==> src/rtl/cl_align_pkg.sv <==
// Shared types and constants for the Camera Link 7:1 receive word aligner.
package cl_align_pkg;

    localparam int WORD_W  = 7;
    localparam int OFS_W   = 3;
    localparam int CNT_W   = 16;
    localparam int RETRY_W = 8;

    localparam logic [OFS_W-1:0]  OFS_MAX         = 3'd6;
    localparam logic [WORD_W-1:0] DEF_CLK_PATTERN = 7'b1100011;

    typedef enum logic [2:0] {
        ST_IDLE,
        ST_HOLD,
        ST_SETTLE,
        ST_SEARCH,
        ST_LOCKED
    } align_state_e;

endpackage

==> src/rtl/cl_gearbox7.sv <==
// 14-to-7 bit rotator: joins the current word with the previous one and picks a
// 7-bit window at the selected rotation, optionally registered.
module cl_gearbox7
    import cl_align_pkg::*;
#(
    parameter bit REG_OUT = 1'b1
)(
    input  logic              ICLK_buf,
    input  logic              global_rstn,
    input  logic [WORD_W-1:0] word,
    input  logic [OFS_W-1:0]  ofs,
    output logic [WORD_W-1:0] win
);

    logic [WORD_W-1:0]   prev;
    logic [2*WORD_W-1:0] cat;
    logic [WORD_W-1:0]   win_c;

    always_ff @(posedge ICLK_buf or negedge global_rstn) begin
        if (!global_rstn) prev <= '0;
        else              prev <= word;
    end

    // prev sits in the low half, so ofs=0 is the previous word unrotated
    assign cat   = {word, prev};
    assign win_c = WORD_W'(cat >> ofs);

    generate
        if (REG_OUT) begin : g_reg
            logic [WORD_W-1:0] win_q;
            always_ff @(posedge ICLK_buf or negedge global_rstn) begin
                if (!global_rstn) win_q <= '0;
                else              win_q <= win_c;
            end
            assign win = win_q;
        end else begin : g_comb
            assign win = win_c;
        end
    endgenerate

endmodule

==> src/rtl/cl_rx_align_ctrl.sv <==
// ISERDES reset sequencer and clock-lane rotation search; once locked, every data
// lane is rotated by the same offset and presented with a valid flag.
module cl_rx_align_ctrl
    import cl_align_pkg::*;
#(
    parameter int                LANES          = 4,
    parameter int                SERDES_RST_CYC = 16,
    parameter int                SETTLE_CYC     = 8,
    parameter int                LOCK_CNT       = 16,
    parameter int                ERR_MAX        = 4,
    parameter logic [WORD_W-1:0] CLK_PATTERN    = DEF_CLK_PATTERN
)(
    input  logic                      RCLK,
    input  logic                      RST_N,
    input  logic                      EN,
    input  logic [WORD_W-1:0]         CLK_WORD,
    input  logic [WORD_W*LANES-1:0]   DATA_WORD,
    output logic                      SERDES_RST,
    output logic [OFS_W-1:0]          ALIGN_OFS,
    output logic                      LOCKED,
    output logic [WORD_W*LANES-1:0]   DATA_OUT,
    output logic                      DATA_VLD,
    output logic [RETRY_W-1:0]        RETRY_CNT,
    output logic                      LOCK_LOST
);

    localparam logic [CNT_W-1:0] HOLD_LD   = CNT_W'(SERDES_RST_CYC - 1);
    localparam logic [CNT_W-1:0] SETTLE_LD = CNT_W'(SETTLE_CYC - 1);
    localparam logic [CNT_W-1:0] LOCK_LAST = CNT_W'(LOCK_CNT - 1);
    localparam logic [CNT_W-1:0] ERR_LAST  = CNT_W'(ERR_MAX - 1);

    align_state_e state, nxt_state;

    logic [CNT_W-1:0]   seq_cnt, nxt_seq;
    logic [CNT_W-1:0]   match_cnt, nxt_match;
    logic [CNT_W-1:0]   err_cnt, nxt_err;
    logic [OFS_W-1:0]   ofs_q, nxt_ofs;
    logic [RETRY_W-1:0] retry_q, nxt_retry;
    logic               nxt_lost;

    logic                           serdes_rst_q, locked_q, data_vld_q, lock_lost_q;
    logic [WORD_W-1:0]              clk_win;
    logic                           clk_match;
    logic [LANES-1:0][WORD_W-1:0]   data_win;

    cl_gearbox7 #(.REG_OUT(1'b0)) u_clk_gb (
        .ICLK_buf    (RCLK),
        .global_rstn (RST_N),
        .word        (CLK_WORD),
        .ofs         (ofs_q),
        .win         (clk_win)
    );

    generate
        for (genvar i = 0; i < LANES; i++) begin : g_lane
            cl_gearbox7 #(.REG_OUT(1'b1)) u_lane_gb (
                .ICLK_buf    (RCLK),
                .global_rstn (RST_N),
                .word        (DATA_WORD[i*WORD_W +: WORD_W]),
                .ofs         (ofs_q),
                .win         (data_win[i])
            );
        end
    endgenerate

    assign clk_match = (clk_win == CLK_PATTERN);

    always_comb begin
        nxt_state = state;
        nxt_seq   = seq_cnt;
        nxt_match = match_cnt;
        nxt_err   = err_cnt;
        nxt_ofs   = ofs_q;
        nxt_retry = retry_q;
        nxt_lost  = 1'b0;
        if (!EN) begin
            nxt_state = ST_IDLE;
        end else begin
            case (state)
                ST_IDLE: begin
                    nxt_state = ST_HOLD;
                    nxt_seq   = HOLD_LD;
                end
                ST_HOLD: begin
                    if (seq_cnt == '0) begin
                        nxt_state = ST_SETTLE;
                        nxt_seq   = SETTLE_LD;
                    end else begin
                        nxt_seq = seq_cnt - 1'b1;
                    end
                end
                ST_SETTLE: begin
                    if (seq_cnt == '0) begin
                        nxt_state = ST_SEARCH;
                        nxt_ofs   = '0;
                        nxt_match = '0;
                    end else begin
                        nxt_seq = seq_cnt - 1'b1;
                    end
                end
                ST_SEARCH: begin
                    if (clk_match) begin
                        if (match_cnt == LOCK_LAST) begin
                            nxt_state = ST_LOCKED;
                            nxt_err   = '0;
                        end else begin
                            nxt_match = match_cnt + 1'b1;
                        end
                    end else begin
                        nxt_match = '0;
                        // all rotations exhausted: re-reset the ISERDES and start over
                        if (ofs_q == OFS_MAX) begin
                            nxt_ofs   = '0;
                            nxt_retry = (retry_q == '1) ? retry_q : retry_q + 1'b1;
                            nxt_state = ST_HOLD;
                            nxt_seq   = HOLD_LD;
                        end else begin
                            nxt_ofs = ofs_q + 1'b1;
                        end
                    end
                end
                ST_LOCKED: begin
                    if (clk_match) begin
                        nxt_err = '0;
                    end else if (err_cnt == ERR_LAST) begin
                        nxt_state = ST_SEARCH;
                        nxt_lost  = 1'b1;
                        nxt_ofs   = '0;
                        nxt_err   = '0;
                        nxt_match = '0;
                    end else begin
                        nxt_err = err_cnt + 1'b1;
                    end
                end
                default: nxt_state = ST_IDLE;
            endcase
        end
    end

    always_ff @(posedge RCLK or negedge RST_N) begin
        if (!RST_N) begin
            state     <= ST_IDLE;
            seq_cnt   <= '0;
            match_cnt <= '0;
            err_cnt   <= '0;
            ofs_q     <= '0;
            retry_q   <= '0;
        end else begin
            state     <= nxt_state;
            seq_cnt   <= nxt_seq;
            match_cnt <= nxt_match;
            err_cnt   <= nxt_err;
            ofs_q     <= nxt_ofs;
            retry_q   <= nxt_retry;
        end
    end

    // outputs registered off the next state so the ISERDES reset pin never glitches
    always_ff @(posedge RCLK or negedge RST_N) begin
        if (!RST_N) begin
            serdes_rst_q <= 1'b1;
            locked_q     <= 1'b0;
            data_vld_q   <= 1'b0;
            lock_lost_q  <= 1'b0;
        end else begin
            serdes_rst_q <= (nxt_state == ST_IDLE) || (nxt_state == ST_HOLD);
            locked_q     <= (nxt_state == ST_LOCKED);
            data_vld_q   <= (state == ST_LOCKED) && EN;
            lock_lost_q  <= nxt_lost;
        end
    end

    assign SERDES_RST = serdes_rst_q;
    assign ALIGN_OFS  = ofs_q;
    assign LOCKED     = locked_q;
    assign DATA_OUT   = data_win;
    assign DATA_VLD   = data_vld_q;
    assign RETRY_CNT  = retry_q;
    assign LOCK_LOST  = lock_lost_q;

endmodule

==> config.mk <==
export PLATFORM = sky130hd
export DESIGN_NAME = cl_rx_align_ctrl
export DESIGN_NICKNAME = d
export VERILOG_FILES = /design/src/rtl/cl_align_pkg.sv /design/src/rtl/cl_gearbox7.sv /design/src/rtl/cl_rx_align_ctrl.sv
export SDC_FILE = /design/constraint.sdc
export NUM_CORES = 1
export LEC_CHECK = 0
export ABC_AREA = 1
export BUFFER_PORTS_ARGS = -buffer_cell sky130_fd_sc_hd__buf_2
export CAP_MARGIN = 0
export CORE_AREA = 2 2 142 144
export CTS_BUF_LIST = sky130_fd_sc_hd__clkbuf_4
export DETAILED_ROUTE_END_ITERATION = 7
export DIE_AREA = 0 0 144 146
export GPL_TIMING_DRIVEN = 0
export HOLD_SLACK_MARGIN = 0.05
export SETUP_SLACK_MARGIN = 0.1
export SYNTH_ARGS = -nofsm -noshare
export SYNTH_HDL_FRONTEND = slang
export SYNTH_HIERARCHICAL = 1
export SYNTH_SLANG_ARGS = --single-unit
==> constraint.sdc <==
create_clock -name RCLK -period 3.75 [get_ports RCLK]
set_clock_uncertainty 0.2 [all_clocks]
set_input_delay 0.375 -clock RCLK [delete_from_list [all_inputs] [get_ports RCLK]]
set_output_delay 0.375 -clock RCLK [all_outputs]
set_load 0.05 [all_outputs]
==> results.md <==
* Status: finished, final reports clean
* Post-synthesis sequential area ratio at 37.2%
* Root Buffer: clkbuf_4
* Inserted Clock Buffers at 17
* Critical R2R Launch: ALIGN_OFS[0]$_DFFE_PN0P_
* Synth Flop Type: dfrtp_1
* Worst-case reg-to-reg path depth at 16
* Maxcap violations at 0
* Area growth from synthesis to layout at 16.1%
* WP data required at 3.98 ns
* Global Route Usage Sum at 21.6%
* Type of the most critical hold path: primary input to asynchronous set/reset pin
* Post-synth EDFFs at 0
* Initial core utilization at 44.9%
* Total power at 2.96 mW
* Cell mode on critical path: nand2_1
* Inst Count DP at 1582
* Vias in the first global route at 7810
* Max-slew violations at 0
* Final count of hold timing violations at 0
* Least-Margin Pin Slew at 0.733 ns
* Share of cells above drive strength 1 at 18.8%
* HPWL after DPL at 15600 microns
* Clk sinks at 129
* Period utilization at 83.7%
* DR vias at 8230
* H-tree Lvls at 4
* Min Tclk post-route at 3.14 ns
* Netlist Area Pre-Place at 8680 sq um
* Worst R2R End: RETRY_CNT[2]$_DFFE_PN0P_
* CP Max Fanout at 11
* Antenna-violating nets left at 0
* Crit path DAT at 3.37 ns
* Top cell type's share of synthesized area at 36.9%
* First DRT Iteration DRCs at 378
* Crit path buf inv count at 5
* Synth Instances at 1236
* Io pins at 81
* Pre-CTS WS at 0.302 ns
* Final #Nets at 1415
* Core Region at 19300 sq um
* Largest cells by area after synthesis: dfrtp_1, nand2_1, nand3_1, nor2_1, inv_1
* Crit. End Element: register
* Largest net degree at the start of global routing at 68
* DRC viols at 0
* Die area at 21000 sq um
* Worst Slack Setup Final at 0.613 ns
* Slowest cell on crit path: dfrtp_1
* Critical setup path kind: register to register
* RSZ-0062 raised after global routing: false
* Crit path largest cell delay at 0.69 ns
* Max_slew headroom at 50.9%
* Wirelength per Cell at 13.2 microns
* Warnings from Yosys at 6
* Final setup viols at 0
* Distinct cell type count after synthesis at 37
* TritonCTS clock tree: yes
* Antenna violations before repair at 1
* Clock tree buffer depth at 2
* Crit path cell chain: buf_6 -> inv_6 -> buf_12 -> nand2_1 -> nand3_1 -> nand3_1 -> nand2_1 -> nand2_1 -> inv_1 -> nand2_1 -> nor2_1 -> buf_2 -> nor2_1 -> nand2_2 -> nand2_1 -> o21ai_1
* GP Congestion at 0.889
* Number of synthesized register bits at 129
* Grt ovf at 0
* Vias per inst at 4.98
* Net Count, Synth at 1278
* Row Count at 51
* CP top delay family: simple AND/OR/NAND/NOR gates
* Ys async rst share at 100%
* Port bufs at 80
* Worst skew pair latency at 0.54 ns
* Post-synth top area cell: dfrtp_1
* Final WL at 21800 microns
* Fillers at 1988
* R2R setup slack at 0.61 ns
* Setup_tns at 0 ns
* Max Fclk at 319 MHz
* DIE WIDTH at 144 microns
* Utilization after layout at 52.1%
* Die Height at 146 microns
* Synthesized area per cell at 7.02 sq um
* Global-route wire length before repair at 37000 microns
* Non-Filler Instances at 1652
* PD cells at 293 nW/um^2
* Drt pass-1 iters at 5
* Max VDD drop at 189 uV
* Startpoint types: register
* Clock transition at the registers of the reported paths at 0.12 ns
* Static Leakage at 5.02 nW
[power breakdown]
group	internal (mW)	switching [mW]
combinational	0.196	0.378
sequential	1.45	0.0401
clock	0.330	0.564
[synth_stat cells, drive strengths merged, types with 2 or more instances]
master and count:
o21ai 23, a21oi 6, inv 103, nand2 483
nand3 250, dfrtp 128, nor2 112, nand4 32
clkbuf 9, nor3 9, xor2 7, buf 40
ha 4, nand3b 3, o21bai 9, xnor2 7
a211oi 2, or2 4
[what timing repair did]
action / in CTS / in global routing
hold endpoints to repair: 128 / 0
endpoints found under the setup margin: 0 / 8
hold buffers: 37 / 0
buffers inserted: 0 / 0
resized for setup: 0 / 1
[kinds of logic (layout without fill, tap and decap cells)]
logic type | count (synthesis) | in the layout | share of synthesized area (%)
XOR/XNOR | 14 | 14 | 1.41
AND/OR/NAND/NOR | 895 | 895 | 48.7
buffers and inverters | 152 | 302 | 9.17
other | 0 | 1 | 0
adder cells (fa/ha/maj) | 4 | 4 | 0.577
AO/OA/AOI/OAI | 42 | 42 | 2.88
flip-flops | 129 | 129 | 37.2
[routing by layer]
metal / track usage [%] / share of wire [%]
met3: 4.08 / 3.4
met4: 4.36 / 0.82
met5: 0 / 0
met2: 35.6 / 48
met1: 29.5 / 48
[area by class of cell]
| cell class | count | area, sq um | share of cell area (%) |
|---|---|---|---|
| Clock inverter | 14 | 119 | 1.18 |
| Sequential cell | 129 | 3230 | 32.1 |
| Tap cell | 265 | 332 | 3.29 |
| Inverter | 103 | 412 | 4.09 |
| Clock buffer | 18 | 135 | 1.34 |
| Buffer | 49 | 384 | 3.81 |
| Multi-Input combinational cell | 955 | 4650 | 46.2 |
| Antenna cell | 1 | 2.50 | 0.0248 |
| Timing Repair Buffer | 118 | 805 | 7.99 |
[layout by cell type, fill, tap and decap left out, types with 3 or more instances in the layout]
| cell type | n |
|---|---|
| nor3_1 | 8 |
| nand3b_1 | 3 |
| o21bai_1 | 9 |
| dfrtp_1 | 127 |
| nand2_2 | 26 |
| inv_6 | 5 |
| inv_1 | 91 |
| clkbuf_4 | 18 |
| dlygate4sd3_1 | 37 |
| xor2_1 | 7 |
| clkinv_4 | 3 |
| clkinvlp_4 | 6 |
| nand2_4 | 21 |
| inv_2 | 7 |
| nand3_2 | 28 |
| nor2_4 | 7 |
| nor2_1 | 100 |
| buf_6 | 12 |
| o21ai_0 | 7 |
| nand4_1 | 31 |
| buf_12 | 5 |
| o21ai_1 | 16 |
| a21oi_1 | 6 |
| xnor2_1 | 7 |
| buf_2 | 101 |
| or2_2 | 4 |
| ha_1 | 4 |
| nor2_2 | 5 |
| nand2_1 | 436 |
| nand3_1 | 222 |
| clkbuf_1 | 8 |
[how the worst max path moves through the flow]
stage / startpoint / end / slack (ns) / depth (start not counted)
final: ALIGN_OFS[0]$_DFFE_PN0P_ / RETRY_CNT[2]$_DFFE_PN0P_ / 0.61 / 16
after global routing: ALIGN_OFS[0]$_DFFE_PN0P_ / RETRY_CNT[2]$_DFFE_PN0P_ / 0.30 / 16
after CTS: ALIGN_OFS[1]$_DFFE_PN0P_ / RETRY_CNT[2]$_DFFE_PN0P_ / 0.31 / 13
after detailed placement: ALIGN_OFS[1]$_DFFE_PN0P_ / RETRY_CNT[2]$_DFFE_PN0P_ / 0.30 / 13
after global placement: RST_N / seq_cnt[11]$_DFFE_PN0P_ / 0.29 / 1
after floorplan: ALIGN_OFS[1]$_DFFE_PN0P_ / RETRY_CNT[2]$_DFFE_PN0P_ / 0.90 / 13
[flip-flops by register name, indices dropped and copies added (netlist names)]
name,cells
g_lane.u_lane_gb/prev,28
state,3
g_lane.u_lane_gb/win,28
seq_cnt,16
SERDES_RST,1
LOCKED,1
u_clk_gb/prev,7
LOCK_LOST,1
ALIGN_OFS,3
DATA_VLD,1
RETRY_CNT,8
match_cnt,16
err_cnt,16
[per-stage QoR]
step                      area [sq um]  hold slack (ns)
final                            10100            0.192
after CTS                        10100            0.175
after detailed placement          9440            0.214
after global placement            9410            0.293
after global routing             10100            0.207
after floorplan                   8680           -0.121
(Power assumes the default switching activity.)
